$ cat config.mk
export PLATFORM = sky130hd
export DESIGN_NAME = frame_scheduler
export DESIGN_NICKNAME = d
export VERILOG_FILES = /design/src/rtl/frame_scheduler.sv
export SDC_FILE = /design/constraint.sdc
export NUM_CORES = 1
export LEC_CHECK = 0
export ABC_AREA = 1
export ABC_CLOCK_PERIOD_IN_PS = 2100
export CAP_MARGIN = 20
export CORE_MARGIN = 4
export CORE_UTILIZATION = 35
export CTS_CLUSTER_SIZE = 16
export DETAILED_ROUTE_END_ITERATION = 7
export HOLD_SLACK_MARGIN = 0.12
export MAX_ROUTING_LAYER = met4
export PLACE_DENSITY = 0.59
export SYNTH_ARGS = -nofsm -noshare
export SYNTH_HDL_FRONTEND = slang
export SYNTH_SLANG_ARGS = --single-unit
export TNS_END_PERCENT = 50
$ cat constraint.sdc
create_clock -name clock -period 2.1 [get_ports clock]
set_input_delay 0.21 -clock clock [delete_from_list [all_inputs] [get_ports clock]]
set_output_delay 0.21 -clock clock [all_outputs]
set_load 0.03 [all_outputs]
$ cat src/rtl/frame_scheduler.sv
// frame_scheduler: per-frame ERASE -> UPDATE -> DRAW sequencer with update skipping, pause, overrun and watchdog.
// Define OVERRUN_COUNT_EN to add the saturating overrun_cnt output.
module frame_scheduler #(
    parameter int FRAME_W = 16,
    parameter int TIMEOUT = 4096,
    parameter int TMO_W   = 13
) (
    input  logic               clock,
    input  logic               reset_n,
    input  logic               tick,
    input  logic               pause,
    input  logic [1:0]         speed,
    input  logic               erase_done,
    input  logic               update_done,
    input  logic               draw_done,
    output logic               erase_start,
    output logic               update_start,
    output logic               draw_start,
    output logic               busy,
    output logic [FRAME_W-1:0] frame_count,
    output logic               overrun,
`ifdef OVERRUN_COUNT_EN
    output logic [7:0]         overrun_cnt,
`endif
    output logic               fault
);
    typedef enum logic [1:0] {IDLE, ERASE, UPDATE, DRAW} state_t;
    state_t           state;
    logic [1:0]       skip_cnt;
    logic [TMO_W-1:0] wdog;
    logic             done;
    logic             expired;
    // a done seen on the same edge as its own start pulse is too early to count
    always_comb begin
        done    = state == ERASE  ? erase_done  & ~erase_start
                : state == UPDATE ? update_done & ~update_start
                : state == DRAW   ? draw_done   & ~draw_start : 1'b0;
        expired = wdog == TMO_W'(TIMEOUT - 1);
    end
    always_ff @(posedge clock) begin
        if (!reset_n) begin
            state        <= IDLE;
            erase_start  <= 1'b0;
            update_start <= 1'b0;
            draw_start   <= 1'b0;
            busy         <= 1'b0;
            frame_count  <= '0;
            overrun      <= 1'b0;
            fault        <= 1'b0;
            skip_cnt     <= 2'd0;
            wdog         <= '0;
`ifdef OVERRUN_COUNT_EN
            overrun_cnt  <= 8'd0;
`endif
        end else begin
            erase_start  <= 1'b0;
            update_start <= 1'b0;
            draw_start   <= 1'b0;
            if (tick && state != IDLE) overrun <= 1'b1;
`ifdef OVERRUN_COUNT_EN
            if (tick && state != IDLE && overrun_cnt != 8'hff) overrun_cnt <= overrun_cnt + 8'd1;
`endif
            if (state == IDLE) begin
                wdog <= '0;
                if (tick && !pause) begin
                    state       <= ERASE;
                    erase_start <= 1'b1;
                    busy        <= 1'b1;
                end
            end else if (done) begin
                wdog <= '0;
                case (state)
                    ERASE: begin
                        if (skip_cnt == 2'd0) begin
                            state        <= UPDATE;
                            update_start <= 1'b1;
                        end else begin
                            state      <= DRAW;
                            draw_start <= 1'b1;
                            skip_cnt   <= skip_cnt - 2'd1;
                        end
                    end
                    UPDATE: begin
                        state      <= DRAW;
                        draw_start <= 1'b1;
                        skip_cnt   <= 2'd3 - speed;
                    end
                    default: begin
                        state       <= IDLE;
                        busy        <= 1'b0;
                        frame_count <= frame_count + 1'b1;
                    end
                endcase
            end else if (expired) begin
                state <= IDLE;
                busy  <= 1'b0;
                fault <= 1'b1;
                wdog  <= '0;
            end else begin
                wdog <= wdog + 1'b1;
            end
        end
    end
endmodule

==> flow_summary.ini, run 1 <==
[outcome]
status = completed

[sta]
tightest_slew_ns = 0.4308
max_freq_ghz = 0.5532
drv_slew = 0
period_share_pct = 86.08
finalSetupTns_ns = 0
setup_violations = 0
period_minus_slack_ns = 1.808
hold_viol = 0
skew_ns = 0.006951
max-slew-margin-rel_pct = 71.06
rsz0062_at_grt = no

[critical_path]
endpoint_kind = flip-flop
arrival_ns = 2.05
worst_ep_required_time_ns = 2.34
rr_startpoint = state[0]$_SDFFE_PN0P_
crit_chain = inv_1 > ha_1 > inv_2 > nor2_1 > nand2_1 > nand2_1 > nor2_2 > nand3_2 > nor2_1 > o21ai_0 > inv_1
slowest_stage = dfxtp_1
max_stage_delay_ns = 0.39
reg2reg_to = wdog[12]$_SDFF_PP0_
path_class = flip-flop to flip-flop
startpoint_type = flip-flop
r2r_setup_slack_ns = 0.29
path_max_fanout = 13
r2r.worst_path.cells = 11

[global_route]
antenna_found_initial = 0
grt_use_total_pct = 13.60
grt-ovfl-total = 0
grt_pass1_wl_um = 7935
grt_max_degree = 19
grt_pass1_vias = 1733

[finish]
fill_cells = 600
seqCellArea_um2 = 780.7
final_cells = 411
fin_nets = 351
drive_gt1_share_pct = 13.10
mostFrequentLayoutCell = nand2_1
diodes = 0
area_growth_pct = 22.55
multiInputGateArea_um2 = 1150
final_cell_mix = nand2_1 (79), nor2_1 (40), dfxtp_1 (39)

[place]
dp_hpwl_um = 3409
place_inst = 403
gp_congestion = 0.8534
numPortBuffers = 30

[yosys]
yosys_warnings = 0
yosysSeqAreaShare_pct = 36.64
synth_seq_cells = 39
synth.lib_cells_used.distinct = 29
postSynthCellCount = 300
syn_area_per_cell_um2 = 7.103
synth_fp_nets = 316
syn_area_um2 = 2131

[floorplanning]
fp.dieArea_um2 = 7400
core_um2 = 5921
die_h_um = 86.03
start_util_pct = 35.99
rows = 28
die_width_um = 86.03
io_pins = 31

[drt]
drc = 0
routed-via-count = 1897
via_per_inst = 4.616
wl_per_cell_um = 11.15
ant_nets = 0
drtIter0Drc = 112
totalWireLength_um = 4581
firstDrtPassIters = 5

[worst_hold_path]
worstHoldEndpoint = wdog[0]$_SDFF_PP0_
hp-start = wdog[0]$_SDFF_PP0_
worstHoldPathType = flip-flop to flip-flop
hold_depth = 1

[clock_network]
clkSinkCount = 39
clk_latency_ns = 0.29
root_buffer = clkbuf_8
cts_tree = yes
cts-resized-gates = 0
clkSlewWorstSetupHoldPaths_ns = 0.08
htreeDepth = 2
post_cts.repair.setup_buffers = 0
cts_hold_buffers = 0
numCtsBuffers = 5
clk_path_buf_depth = 2

[flow_run]
maxCapViolations = 0

[power]
powerDensity_nw_per_um2 = 600.3
peakVddDrop_uv = 385.1
p_leak_uw = 0.0009418
[worst max path at each step]
stage | from | to | slack [ns] | cells after the start
after global placement | state[0]$_SDFFE_PN0P_ | wdog[12]$_SDFF_PP0_ | 0.41 | 11
after detailed placement | state[0]$_SDFFE_PN0P_ | wdog[12]$_SDFF_PP0_ | 0.33 | 11
after floorplan | frame_count[0]$_SDFFE_PN0P_ | frame_count[14]$_SDFFE_PN0P_ | 0.47 | 8
after CTS | state[0]$_SDFFE_PN0P_ | wdog[12]$_SDFF_PP0_ | 0.29 | 11
final | state[0]$_SDFFE_PN0P_ | wdog[12]$_SDFF_PP0_ | 0.29 | 11
after global routing | state[0]$_SDFFE_PN0P_ | wdog[12]$_SDFF_PP0_ | 0.04 | 11
[synthesized netlist by cell type]
master,count,share of area (%)
nand2_4,1,0.53
o21ai_1,1,0.23
or2_1,1,0.29
a31o_2,1,0.41
buf_2,2,0.47
nand2_2,3,0.88
inv_1,35,6.2
nor3b_1,1,0.35
ha_1,7,4.1
nand3_2,4,1.9
nand2_1,79,14
buf_4,1,0.35
nand4_1,8,2.3
xor2_1,8,3.3
inv_2,3,0.53
a21oi_2,10,4.1
buf_12,1,0.94
nand3b_1,1,0.35
nor2_1,40,7.0
xnor2_1,3,1.2
nor3_1,7,1.6
buf_6,1,0.53
dfxtp_1,39,37
nor2_2,5,1.5
a21oi_1,10,2.3
nand3_1,16,3.8
inv_6,1,0.41
nor3_2,5,2.3
o21ai_0,6,1.4
[logic make-up (layout without fill, tap and decap cells)]
| logic type | Yosys count | count (layout) | share of synthesized area (%) |
|---|---|---|---|
| compound gates | 28 | 28 | 8.514 |
| fa+ha+maj | 7 | 7 | 4.110 |
| simple gates | 171 | 171 | 36.82 |
| flops | 39 | 39 | 36.64 |
| xor+xnor | 11 | 11 | 4.522 |
| buf+inv | 44 | 80 | 9.396 |
[power breakdown]
part	leakage, uW	internal (uW)	switching (uW)	total (uW)
Sequential	0.000315	754	11.3	765
Combinational	0.000569	63.9	106	170
Clock	0.0000581	354	279	633
Total	0.000942	1170	396	1570
[state kept, by name, summed over array words and instances (netlist names)]
name and cells:
frame_count 16, overrun 1, state 2, update_start 1
skip_cnt 2, wdog 13, fault 1, busy 1
erase_start 1, draw_start 1
[final cells by class]
cell class	instances	share of cell area, %
clock buffer	5	2.635
inverter	39	5.798
timing repair buffer	33	12.36
sequential	39	29.90
clock inverter	3	1.677
multi-input combinational	217	44.03
tap	75	3.594
[per-stage QoR]
| step | utilization [%] | hold WS [ns] | power [uW] | setup WS, ns | instance area, um2 |
|---|---|---|---|---|---|
| 3_5_place_dp | 42.20 | 0.4437 | 950.9 | 0.3327 | 2499 |
| 5_1_grt | 44.10 | 0.4876 | 1639 | 0.03536 | 2611 |
| 6_report | 44.10 | 0.4533 | 1567 | 0.2923 | 2611 |
| 3_3_place_gp | 42.20 | 0.4307 | 951.1 | 0.4074 | 2499 |
| 2_1_floorplan | - | 0.3547 | 901.8 | 0.4694 | 2131 |
| 4_1_cts | 44.10 | 0.4578 | 1590 | 0.2916 | 2611 |
[worst max-delay path, delay by kind of cell (launching register included)]
kind / cells / cell delay, ns
compound gates: 1 / 0.09
fa+ha+maj: 1 / 0.25
buf+inv: 3 / 0.24
flops: 1 / 0.39
simple gates: 6 / 0.79
[metal layers]
layer / track usage, % / vias up / routed length [um]
met1: 17.73 / 837 / 2230
met4: 4.173 / 0 / 43
met5: - / - / 0
met2: 20.67 / 35 / 2069
met3: 3.362 / 5 / 238
li1: - / 1020 / -
(Power assumes the default switching activity.)
==> inputs of run 2 (changes only) <==
--- a/config.mk
+++ b/config.mk
@@ -8,6 +8,7 @@
 export ABC_AREA = 1
 export ABC_CLOCK_PERIOD_IN_PS = 2100
 export CAP_MARGIN = 20
+export CORE_ASPECT_RATIO = 0.7
 export CORE_MARGIN = 4
 export CORE_UTILIZATION = 35
 export CTS_CLUSTER_SIZE = 16
==> flow_summary.ini, run 2 (synthesis results as in run 1) <==
[drt]
drc = 0
drtIter0Drc = 76
wl_per_cell_um = 11.44
totalWireLength_um = 4690
firstDrtPassIters = 4
via_per_inst = 4.661
routed-via-count = 1911
ant_nets = 0

[power]
power_uw = 1678
powerDensity_nw_per_um2 = 639.4
intPower_uw = 1292
p_seq_share_pct = 45.6
pwr-share-clk_pct = 44.3
combPwrFrac_pct = 10.0
power_switching_uw = 385.5
p_leak_uw = 0.0009437
swShare_pct = 22.98
peakVddDrop_uv = 255.7

[place]
gp_congestion = 0.8310
numPortBuffers = 30
place_inst = 402
dp_hpwl_um = 3594

[floorplanning]
die_h_um = 73.28
io_pins = 31
start_util_pct = 36.66
fp.dieArea_um2 = 7420
die_width_um = 101.3
core_um2 = 5813
rows = 23

[critical_path]
path_class = flip-flop to flip-flop
reg2reg_to = wdog[12]$_SDFF_PP0_
r2r_setup_slack_ns = 0.30
path_max_fanout = 13
crit_chain = inv_1 > ha_1 > inv_2 > nor2_1 > nand2_1 > nand2_1 > nor2_2 > nand3_2 > nor2_1 > o21ai_0 > inv_1
arrival_ns = 2.05
startpoint_type = flip-flop
slowest_stage = dfxtp_1
rr_startpoint = state[0]$_SDFFE_PN0P_
worst_ep_required_time_ns = 2.34
max_stage_delay_ns = 0.39
r2r.worst_path.cells = 11
endpoint_kind = flip-flop

[sta]
hold_viol = 0
period_share_pct = 85.77
max_freq_ghz = 0.5552
setup_violations = 0
drv_slew = 0
rsz0062_at_grt = no
period_minus_slack_ns = 1.801
skew_ns = 0.007588
timing.hold.ws_ns = 0.4534
tightest_slew_ns = 0.5140
finalSetupTns_ns = 0
max-slew-margin-rel_pct = 65.47

[clock_network]
clk_path_buf_depth = 2
clk_latency_ns = 0.29
clkSinkCount = 39
htreeDepth = 2
root_buffer = clkbuf_8
clkSlewWorstSetupHoldPaths_ns = 0.08
cts_hold_buffers = 0
cts_tree = yes
cts-resized-gates = 0
post_cts.repair.setup_buffers = 0
numCtsBuffers = 5

[finish]
area_growth_pct = 23.14
final_cells = 410
regMostFlops = frame_count
fill_cells = 591
largest_register_ffs = 16
seqCellArea_um2 = 780.7
mostFrequentLayoutCell = nand2_1
drive_gt1_share_pct = 12.54
diodes = 0
final_cell_mix = nand2_1 (79), nor2_1 (40), dfxtp_1 (39)
multiInputGateArea_um2 = 1150
fin_nets = 350
reg.largest.list = frame_count: 16 flops, wdog: 13 flops

[global_route]
grt-ovfl-total = 0
grt_pass1_wl_um = 8155
grt_use_total_pct = 14.27
grt_max_degree = 19
antenna_found_initial = 0
grt_pass1_vias = 1759

[worst_hold_path]
hold_depth = 1
worstHoldEndpoint = wdog[0]$_SDFF_PP0_
worstHoldPathType = flip-flop to flip-flop
hp-start = wdog[0]$_SDFF_PP0_

[flow_run]
maxCapViolations = 0

[outcome]
status = completed
run 2: cell count changes in the layout (fill, tap and decap cells not counted):
cell and delta:
buf_4 -1, bufinv_16 +1, clkbuf_1 +1, clkinv_2 -1, clkinv_4 -1
run 2: how the worst max path moves through the flow:
stage                                start                      endpoint  slack (ns)  cells past startpoint
3_3_place_gp         state[0]$_SDFFE_PN0P_           wdog[12]$_SDFF_PP0_        0.37                     11
3_5_place_dp         state[0]$_SDFFE_PN0P_           wdog[12]$_SDFF_PP0_        0.30                     11
5_1_grt              state[0]$_SDFFE_PN0P_            wdog[2]$_SDFF_PP0_        0.07                      9
6_report             state[0]$_SDFFE_PN0P_           wdog[12]$_SDFF_PP0_        0.30                     11
4_1_cts              state[0]$_SDFFE_PN0P_           wdog[12]$_SDFF_PP0_        0.29                     11
2_1_floorplan  frame_count[0]$_SDFFE_PN0P_  frame_count[14]$_SDFFE_PN0P_        0.47                      8
run 2: worst max-delay path: cells and delay by family (launching register included):
kind                       cells  cell delay, ns
and+or+nand+nor                6            0.81
AOI/OAI and AO/OA              1            0.09
DFF                            1            0.39
buffers and inverters          3            0.23
adders and majority gates      1            0.24
run 2: stage by stage:
stage	utilization, %	setup slack (ns)	cell area [um2]
3_5_place_dp	42.85	0.2970	2491
4_1_cts	45.14	0.2949	2624
3_3_place_gp	42.85	0.3692	2491
5_1_grt	45.14	0.06520	2624
6_report	45.14	0.2989	2624
2_1_floorplan	-	0.4694	2131
run 2: power groups by stage:
stage / Clock [uW] / Combinational [uW] / Sequential [uW]
after floorplan: 0 / 109 / 793
after global placement: 0 / 171 / 782
after detailed placement: 0 / 169 / 783
after CTS: 761 / 170 / 766
after global routing: 791 / 192 / 768
final: 744 / 168 / 766
run 2: layout make-up:
type	instances	area share, %
clock inverters	2	2.289
inverters	39	5.770
well taps	75	3.577
multi-input cells	217	43.82
repair buffers	32	12.02
flip-flops and latches	39	29.76
clock buffers	6	2.766
run 2: layer usage:
layer,global-route usage (%),vias to the layer above,wire [um]
met2,20.07,36,1869
met4,2.802,0,31
li1,-,1011,-
met1,20.13,859,2548
met3,4.459,5,240
met5,-,-,0
